`src/rtl/alu_cmd_driver.sv`:
```
// alu_cmd_driver: buffers ALU commands in a small FIFO and issues them one at a
// time to an external combinational ALU. After a fixed settle time it samples the
// ALU result and returns it with flags and a sequence tag over a valid/ready port.
module alu_cmd_driver #(
  parameter int DEPTH   = 4,
  parameter int ALU_LAT = 1,
  parameter int TAG_W   = 4
) (
  input  logic             clk,
  input  logic             rst_n,
  input  logic             cmd_valid,
  output logic             cmd_ready,
  input  logic [7:0]       cmd_a,
  input  logic [7:0]       cmd_b,
  input  logic [2:0]       cmd_sel,
  output logic [7:0]       alu_a,
  output logic [7:0]       alu_b,
  output logic [2:0]       alu_sel,
  input  logic [7:0]       alu_res,
  input  logic             alu_c,
  output logic             rsp_valid,
  input  logic             rsp_ready,
  output logic [7:0]       rsp_res,
  output logic             rsp_carry,
  output logic             rsp_zero,
  output logic [TAG_W-1:0] rsp_tag,
  output logic             busy
);

  localparam int AW = $clog2(DEPTH);
  localparam int CW = (ALU_LAT > 1) ? $clog2(ALU_LAT) : 1;

  typedef enum logic [1:0] {IDLE, WAIT, RESP} state_t;

  // FIFO storage: one entry is {sel, b, a}
  logic [18:0]      mem [DEPTH];
  logic [AW-1:0]    wr_ptr;
  logic [AW-1:0]    rd_ptr;
  logic [AW:0]      count;
  logic             full;
  logic             empty;
  logic             push;
  logic             pop;
  logic [18:0]      head;

  state_t           state;
  state_t           state_next;
  logic             capture;
  logic             done;
  logic [CW-1:0]    wait_cnt;
  logic [TAG_W-1:0] tag_cnt;

  assign full      = (count == (AW+1)'(DEPTH));
  assign empty     = (count == '0);
  assign cmd_ready = !full;
  assign push      = cmd_valid && cmd_ready;
  assign head      = mem[rd_ptr];
  assign busy      = (state != IDLE) || !empty;

  // FIFO storage write; contents need no reset since count gates every read
  always_ff @(posedge clk) begin
    if (push) mem[wr_ptr] <= {cmd_sel, cmd_b, cmd_a};
  end

  // FIFO pointers and occupancy; simultaneous push and pop leave count unchanged
  always_ff @(posedge clk or negedge rst_n) begin
    if (!rst_n) begin
      wr_ptr <= '0;
      rd_ptr <= '0;
      count  <= '0;
    end else begin
      if (push) wr_ptr <= wr_ptr + 1'b1;
      if (pop)  rd_ptr <= rd_ptr + 1'b1;
      case ({push, pop})
        2'b10:   count <= count + 1'b1;
        2'b01:   count <= count - 1'b1;
        default: count <= count;
      endcase
    end
  end

  // FSM state register
  always_ff @(posedge clk or negedge rst_n) begin
    if (!rst_n) state <= IDLE;
    else        state <= state_next;
  end

  // FSM next state and one-cycle control strobes
  always_comb begin
    state_next = state;
    pop        = 1'b0;
    capture    = 1'b0;
    done       = 1'b0;
    case (state)
      IDLE: begin
        if (!empty) begin
          pop        = 1'b1;
          state_next = WAIT;
        end
      end
      WAIT: begin
        if (wait_cnt == '0) begin
          capture    = 1'b1;
          state_next = RESP;
        end
      end
      RESP: begin
        if (rsp_ready) begin
          done       = 1'b1;
          state_next = IDLE;
        end
      end
      default: state_next = IDLE;
    endcase
  end

  // Operand registers, settle counter and response capture
  always_ff @(posedge clk or negedge rst_n) begin
    if (!rst_n) begin
      alu_a     <= '0;
      alu_b     <= '0;
      alu_sel   <= '0;
      wait_cnt  <= '0;
      tag_cnt   <= '0;
      rsp_valid <= 1'b0;
      rsp_res   <= '0;
      rsp_carry <= 1'b0;
      rsp_zero  <= 1'b0;
      rsp_tag   <= '0;
    end else begin
      if (pop) begin
        alu_a    <= head[7:0];
        alu_b    <= head[15:8];
        alu_sel  <= head[18:16];
        wait_cnt <= CW'(ALU_LAT - 1);
      end else if (state == WAIT && wait_cnt != '0) begin
        wait_cnt <= wait_cnt - 1'b1;
      end
      if (capture) begin
        // The ALU leaves carry stale for logic ops, so mask it here
        rsp_res   <= alu_res;
        rsp_carry <= alu_sel[2] ? 1'b0 : alu_c;
        rsp_zero  <= (alu_res == 8'h00);
        rsp_tag   <= tag_cnt;
        tag_cnt   <= tag_cnt + 1'b1;
        rsp_valid <= 1'b1;
      end else if (done) begin
        rsp_valid <= 1'b0;
      end
    end
  end

endmodule

```
`config.mk`:
```
export PLATFORM = sky130hd
export DESIGN_NAME = alu_cmd_driver
export DESIGN_NICKNAME = d
export VERILOG_FILES = /design/src/rtl/alu_cmd_driver.sv
export SDC_FILE = /design/constraint.sdc
export NUM_CORES = 1
export LEC_CHECK = 0
export ABC_AREA = 1
export CAP_MARGIN = 20
export CORE_UTILIZATION = 59
export DETAILED_ROUTE_END_ITERATION = 6
export GPL_TIMING_DRIVEN = 0
export MAX_ROUTING_LAYER = met4
export PLACE_DENSITY = 0.84
export SLEW_MARGIN = 10
export SYNTH_ARGS = -nofsm -noshare
export SYNTH_HDL_FRONTEND = slang
export SYNTH_SLANG_ARGS = --single-unit
```
`constraint.sdc`:
```
create_clock -name clk -period 3.2 [get_ports clk]
set_input_delay 0.32 -clock clk [delete_from_list [all_inputs] [get_ports clk]]
set_output_delay 0.32 -clock clk [all_outputs]
set_load 0.05 [all_outputs]
```
# After elaboration in Yosys (flattened, before gate mapping)
# Memory sizes are Yosys's and may differ from the RTL's. A register that Yosys moved wholly into a read port is not among the register bits.
# Cells that the tools add are included.
dict set report classes {
  add_sub_neg 6
  eq_ne 8
  muxes 18
  reduce_logical 14
}
# cell n
set ops {}
lappend ops {{1-bit 2-to-1 mux} 13}
lappend ops {{8-bit zero test} 1}
lappend ops {{2-bit nonzero test} 4}
lappend ops {{2-bit 2-to-1 mux} 3}
lappend ops {{2-bit != test, second input constant} 3}
lappend ops {{2-bit case mux with 3 select lines} 1}
lappend ops {{3-bit case mux with 2 select lines} 1}
lappend ops {{2-bit by 1-bit adder with 2-bit output, second input constant} 2}
lappend ops {{4-bit by 1-bit adder with 4-bit output, second input constant} 1}
lappend ops {{2-bit by 1-bit == test with 1-bit output, second input constant} 2}
lappend ops {{2-bit == test, second input constant} 2}
lappend ops {{3-bit by 1-bit adder with 3-bit output, second input constant} 1}
lappend ops {{3-bit == test, second input constant} 1}
lappend ops {{1-bit zero test} 3}
lappend ops {{3-bit zero test} 1}
lappend ops {{3-bit AND reduction} 1}
lappend ops {{3-bit by 1-bit subtractor with 3-bit output, second input constant} 1}
lappend ops {{1-bit logical AND} 2}
lappend ops {{2-bit zero test} 1}
lappend ops {{1-bit logical OR} 1}
lappend ops {{1-bit subtractor, second input constant} 1}
dict set report totals {
  ff_bits 29
  ram_bits 76
  input_bits 32
  output_inout_bits 36
  word_cells 58
  mem_count 1
}
# memory words word_bits rd rd_clocked_by_memory_dff write_ports line_no
set mem_list {}
lappend mem_list {mem 4 19 1 1 1 36} ;# logic [18:0] mem [DEPTH];

# Logic depth before layout (Yosys ltp)
# Gate-level depths: netlist of the first run.
dict set report logic_depth {
  depth_word 5
  depth_mapped 12
  depth_no_buf 11
}

# Least setup slack after synthesis of the first run
# Ideal clock, no wire load.
dict set report synth_path {
  path_type {register to register}
  startpoint {register count[0]}
  endpoint {memory mem[0][0], enable pin}
  setup_time_ns 0.395
  arrival_ns 1.860
  required_time_ns 2.805
  setup_slack_ns 0.945
  stages_incl_launch_ff 5
  n_path_buf 0
  period_less_slack_ns 2.255
  path_cell_list {dfrtp_1 -> nor2_2 -> nand2_1 -> nand2_2 -> nor2_1}
}
dict set report synth_via {
  elab_chain_len 5
}
# element line_no
set synth_rtl {}
lappend synth_rtl {{from (decl)} 39} ;# logic [AW:0] count;
lappend synth_rtl {{from (signal assigned)} 75} ;# 2'b10: count <= count + 1'b1;
lappend synth_rtl {{from (signal assigned)} 76} ;# 2'b01: count <= count - 1'b1;
lappend synth_rtl {{from (signal assigned)} 77} ;# default: count <= count;
lappend synth_rtl {{3-bit == test} 53} ;# assign full = (count == (AW+1)'(DEPTH));
lappend synth_rtl {{1-bit zero test} 55} ;# assign cmd_ready = !full;
lappend synth_rtl {{via cmd_ready} 12} ;# output logic cmd_ready,
lappend synth_rtl {{1-bit logical AND} 56} ;# assign push = cmd_valid && cmd_ready;
lappend synth_rtl {{1-bit 2-to-1 mux} 62} ;# if (push) mem[wr_ptr] <= {cmd_sel, cmd_b, cmd_a};
lappend synth_rtl {{1-bit 2-to-1 mux (implied by the code)} 62}
lappend synth_rtl {{to (decl)} 36}
# The timed path passes the listed nets, and every way through them passes these cells.

# Worst setup path after layout of the first run
dict set report layout_path {
  startpoint {register state[1]}
  endpoint {output port busy}
}
dict set report layout_via {
  elab_chain_len 2
}
# element line_no
set layout_rtl {}
lappend layout_rtl {{from (decl)} 46} ;# state_t state;
lappend layout_rtl {{from (signal assigned)} 85} ;# else state <= state_next;
lappend layout_rtl {{2-bit nonzero test} 58} ;# assign busy = (state != IDLE) || !empty;
lappend layout_rtl {{1-bit logical OR} 58}
lappend layout_rtl {{to (decl)} 27} ;# output logic busy
# Every way passes these cells.

==> results of run 1 <==
routing by layer:
metal | share of wire (%) | global-route usage [%] | up-vias
met5 | 0 | - | -
met4 | 3.4 | 16.2 | 0
met2 | 49 | 49.6 | 258
met3 | 9.0 | 7.35 | 47
li1 | - | - | 1814
met1 | 38 | 38.3 | 1923
worst max-delay path, stage by stage, from the launching register on:
cell	delay, ns
dfrtp_1	0.42
nor2_1	0.22
nand3_1	0.10
clkdlybuf4s50_1	0.71
cell families after synthesis:
kind of cell,Yosys count,share of synthesized area [%]
buffers and inverters,123,9.55
and+or+nand+nor,254,19.5
DFF,124,66.7
AOI/OAI and AO/OA,15,1.44
adders and majority gates,7,1.82
xor gates and xnor gates,6,1.01
worst min path at each step:
stage,from,slack (ns),to
final,rst_n,0.30,alu_a[0]
after global routing,rst_n,0.33,alu_a[0]
after CTS,rst_n,0.31,alu_sel[1]
after detailed placement,rst_n,0.31,alu_b[3]
after global placement,tag_cnt[3],0.45,tag_cnt[3]
after floorplan,rst_n,0.02,alu_a[0]
sequential cells by signal, indices dropped and copies added, names as in the netlist:
register	count
alu_b	8
rsp_tag	4
rsp_res	8
count	3
rd_ptr	2
alu_sel	3
tag_cnt	4
alu_a	8
rsp_valid	1
wait_cnt	1
rsp_carry	1
wr_ptr	2
mem	76
state	2
rsp_zero	1
metrics by stage:
step	std cells	instance area (um2)	util (%)
5_1_grt	739	6760	80.7
4_1_cts	739	6760	80.7
3_3_place_gp	701	6030	71.9
6_report	739	6760	80.7
2_1_floorplan	529	5230	-
3_5_place_dp	706	6110	72.9
cells in the mapped netlist, drive strengths merged:
cell type | n | area, um2
xor2 | 4 | 35.0
dfrtp | 48 | 1200
buf | 14 | 90.1
nand3 | 46 | 230
o21ai | 14 | 70.1
edfxtp | 76 | 2280
clkbuf | 4 | 15.0
xnor2 | 2 | 17.5
fa | 1 | 20.0
inv | 105 | 394
a21oi | 1 | 5.00
nand2 | 196 | 741
ha | 6 | 75.1
nor2 | 12 | 50.1
power breakdown:
part           internal (mW)  switching [mW]  leakage, nW
Clock                   1.35           0.713        0.307
Sequential              2.21           0.238         1.29
Combinational           1.00            2.26         1.62
cell type report:
| cell class | count | area share (%) |
|---|---|---|
| Sequential cell | 124 | 51.5 |
| Multi-Input combinational cell | 282 | 18.5 |
| Timing Repair Buffer | 73 | 11.2 |
| Clock buffer | 18 | 6.18 |
| Inverter | 105 | 5.83 |
| Clock inverter | 14 | 3.24 |
| Tap cell | 105 | 1.94 |
| Buffer | 18 | 1.55 |
==> results.cfg, run 1 <==
[cts]
cts_buffers = 17
cts-root-buf = clkbuf_8
clkTransAtPathRegs_ns = 0.06
clock_latency_ns = 0.53
cts_setup_buffers = 0
clock_sinks = 124
cts_max_level = 4
cts_resized = 0
ctsHoldBuffers = 1
cts_max_path_buffers = 2
cts_tree = yes

[timing]
tns_ns = 0
fmax_ghz = 0.436
hold_violations = 0
rsz0062_at_grt = false
fin_hold_ws_ns = 0.300
fin_crit_sh_pct = 71.7
skew_ns = 0.00718
setup_slack_ns = 0.904
finalSetupViolCount = 0
layout_min_cycle_time_ns = 2.30
slew_violations = 0
maxSlewHeadroom_pct = 54.2
tightest_slew_ns = 0.687

[hold_path]
min_path_type = input port to asynchronous set/reset pin

[job]
maxCapViolCount = 0

[synth]
syn-instance-count = 529
synth_fp_nets = 568
avgSynthCellArea_um2 = 9.88
ys_seq_elements = 124
synth_cell_types = 20
yosysSeqAreaShare_pct = 66.7
syn_area_um2 = 5230
yosys_warnings = 0

[critical_path]
cp-end-kind = output pin
cp.required_ns = 2.88
r2r-end = count[2]
arrival_ns = 1.98
critPathMaxFanout = 4
rr_startpoint = state[1]
reg2reg_depth = 10
crit_path_start_kind = flop
startpoint = state[1]
endpoint = busy
reg2reg_slack_ns = 0.92
crit_type = flop to output pin

[pwr]
vdd_drop_max_v = 0.000618
leakagePower_nw = 3.21
power_mw = 7.78
power_density_nw_per_um2 = 1150

[grt]
track_usage_pct = 31.5
overflow = 0
grt_pass1_wl_mm = 19.8
antenna_found_initial = 0
grt_max_degree = 32
grt_pass1_vias = 3941

[die]
die_y_um = 96.1
start_util_pct = 62.4
coreArea_um2 = 8380
dieArea_um2 = 9240
ios = 68
row_count = 33
die_w_um = 96.1

[placed_design]
globalplace.congestion = 0.755
dp_hpwl_mm = 7.37
portBuffers = 67
pre_cts_slack_ns = 0.982

[detailed_routing]
drt_iter0_drc = 584
drc = 0
avgRoutedWirePerCell_um = 17.6
ant_nets = 0
vias = 4042
drt-total-wl_mm = 13.0
viasPerCell = 5.47
dr.pass1.iters = 7

[layout]
final_cell_mix = nand2_1 (194), inv_1 (102), edfxtp_1 (76), clkdlybuf4s50_1 (66), dfrtp_1 (48)
regArea_um2 = 3480
fillCellCount = 437
final_layout_size_suffix_gt1_share_pct = 9.62
multiInputGateArea_um2 = 1250
nets = 660
layout_commonest_cell = nand2_1
antenna_cells = 0
syn_to_final_growth_pct = 29.4

[status]
status = completed
No activity file was read; power rests on OpenSTA's default activity.
==> run 2, diff against run 1 <==
- CORE_UTILIZATION: 59 -> 50
- PLACE_DENSITY: 0.84 -> 0.76
- clock period: 3.2 -> 2.1 ns (I/O delays scaled with it)
==> run 2 against run 1 <==
- cell count grew 3.9%
- non-clock buffer count grew 1
- design area shrank 0.28%
- setup slack lost 0.78 ns
- critical path type is now flop to flop
- largest power group unchanged
- worst hold slack lost 0.079 ns
- sequential share of layout area grew 0.14 points
- total power grew 44%
- critical endpoint is now count[2]
==> results.cfg, run 2 (synthesized netlist as in run 1, its figures left out) <==
[timing]
tightest_slew_ns = 0.720
skew_ns = 0.00676
maxSlewHeadroom_pct = 51.9
tns_ns = 0
fmax_ghz = 0.506
fin_crit_sh_pct = 94.1
layout_min_cycle_time_ns = 1.98
fin_hold_ws_ns = 0.221
finalSetupViolCount = 0
hold_violations = 0
rsz0062_at_grt = true
slew_violations = 0

[critical_path]
critPathMaxFanout = 10
crit_type = flop to flop
critPathBufInv = 3
arrival_ns = 2.37
critPathTopFamily = adder cells
cp-end-kind = flop
max_stage_delay_ns = 0.40
cp.required_ns = 2.50
cp_slowest_cell = dfrtp_1
crit_path_start_kind = flop
cp_cell_sequence = nor2_2, nand2_1, nand2_2, inv_1, buf_6, ha_1, inv_1, fa_1, nand2_1, nand3_1, xor2_1

[cts]
clock_sinks = 124
cts_buffers = 17
clkTransAtPathRegs_ns = 0.06
cts-root-buf = clkbuf_8
cts_tree = yes
cts_max_path_buffers = 2
clock_latency_ns = 0.52
cts_max_level = 4

[pwr]
switching_power_mw = 4.57
vdd_drop_max_v = 0.000810
leakagePower_nw = 3.18
p_clk_share_pct = 24.5
p_sw_share_pct = 40.7
p_int_mw = 6.66
seqPwrFrac_pct = 33.2
power_frac_comb_pct = 42.4
power_density_nw_per_um2 = 1660

[placed_design]
placed_area_um2 = 6150
dp_hpwl_mm = 7.18
portBuffers = 67
globalplace.congestion = 0.772
dp.cells = 734

[grt]
overflow = 0
grt_max_degree = 26
grt_pass1_wl_mm = 18.5
antenna_found_initial = 0
grt_pass1_vias = 3944
track_usage_pct = 23.0

[layout]
final_cell_mix = nand2_1 (193), inv_1 (102), edfxtp_1 (76), clkdlybuf4s50_1 (64), dfrtp_1 (48)
regArea_um2 = 3480
final_layout_size_suffix_gt1_share_pct = 10.2
largest_reg_flops = 76
nets = 661
largest-register = mem
layout_commonest_cell = nand2_1
syn_to_final_growth_pct = 29.0
final_area_um2 = 6740
antenna_cells = 0
instances_no_fill = 768
multiInputGateArea_um2 = 1260
fillCellCount = 680

[die]
row_count = 36
coreArea_um2 = 9950
start_util_pct = 52.5
ios = 68
die_y_um = 104
die_w_um = 104
dieArea_um2 = 10900

[status]
status = completed

[detailed_routing]
m1WireLength_mm = 4.50
vias = 3718
viasPerCell = 4.84
drt-total-wl_mm = 11.0
drc = 0
ant_nets = 0
topRoutingLayerUsed = met4
drt_iter0_drc = 202
avgRoutedWirePerCell_um = 14.3
dr.pass1.iters = 5
wl_met3_um = 678
route.met2.wl_mm = 5.53

[hold_path]
min_path_type = input port to asynchronous set/reset pin

[job]
maxCapViolCount = 0
run 2: cell count changes in the layout (fill, tap and decap cells not counted), sizes merged:
| cell | previous run | this run |
|---|---|---|
| buf | 20 | 21 |
| dlygate4sd2 | 0 | 2 |
| clkbuf | 22 | 24 |
| bufinv | 5 | 2 |
| clkdlybuf4s50 | 66 | 64 |
| inv | 106 | 105 |
| clkinvlp | 1 | 3 |
run 2: power by group through the flow:
stage	clock network, mW	registers (mW)	logic [mW]
CTS	2.77	3.72	4.74
floorplan	0	4.75	2.14
detailed placement	0	3.76	4.70
global placement	0	3.74	4.47
global route	2.89	3.80	5.19
finish	2.75	3.72	4.75
run 2: worst paths after layout:
| check | start | to | slack (ns) | cells after the start |
|---|---|---|---|---|
| hold reg to reg | rsp_res[0] | rsp_res[0] | 0.48 | 2 |
| setup / recovery | count[0] | count[2] | 0.12 | 11 |
| min in group clk | alu_res[0] | rsp_res[0] | 0.26 | 3 |
| hold / removal | rst_n | tag_cnt[3] | 0.22 | 2 |
| max in group asynchronous | rst_n | alu_b[2] | 1.33 | 3 |
| setup reg to reg | count[0] | count[2] | 0.12 | 11 |
run 2: metrics by stage:
stage / setup WS, ns / utilization (%) / total power [mW]
after floorplan: 0.0316 / - / 6.89
after global placement: -0.653 / 60.9 / 8.21
after detailed placement: -0.00659 / 61.8 / 8.46
after CTS: 0.0364 / 67.6 / 11.2
after global routing: -0.0261 / 67.7 / 11.9
final: 0.125 / 67.7 / 11.2
run 2: final cells by class:
type	instances	area share, %
Sequential cell	124	51.7
Multi-Input combinational cell	282	18.7
Timing Repair Buffer	74	11.3
Clock buffer	20	6.61
Inverter	105	5.85
Tap cell	133	2.47
Clock inverter	12	1.80
Buffer	18	1.65
run 2: routing by layer:
layer | global-route usage, % | up-vias
met5 | - | -
met3 | 6.20 | 28
met2 | 37.5 | 147
li1 | - | 1817
met1 | 25.7 | 1726
met4 | 12.8 | 0
run 2: what timing repair did:
item	in CTS	in global routing
hold buffers	1	0
endpoints found under the hold margin	23	0
gates resized for setup	3	3
endpoints found under the setup margin	3	2
gates cloned	0	0
pin swaps	0	0
buffers inserted	0	1
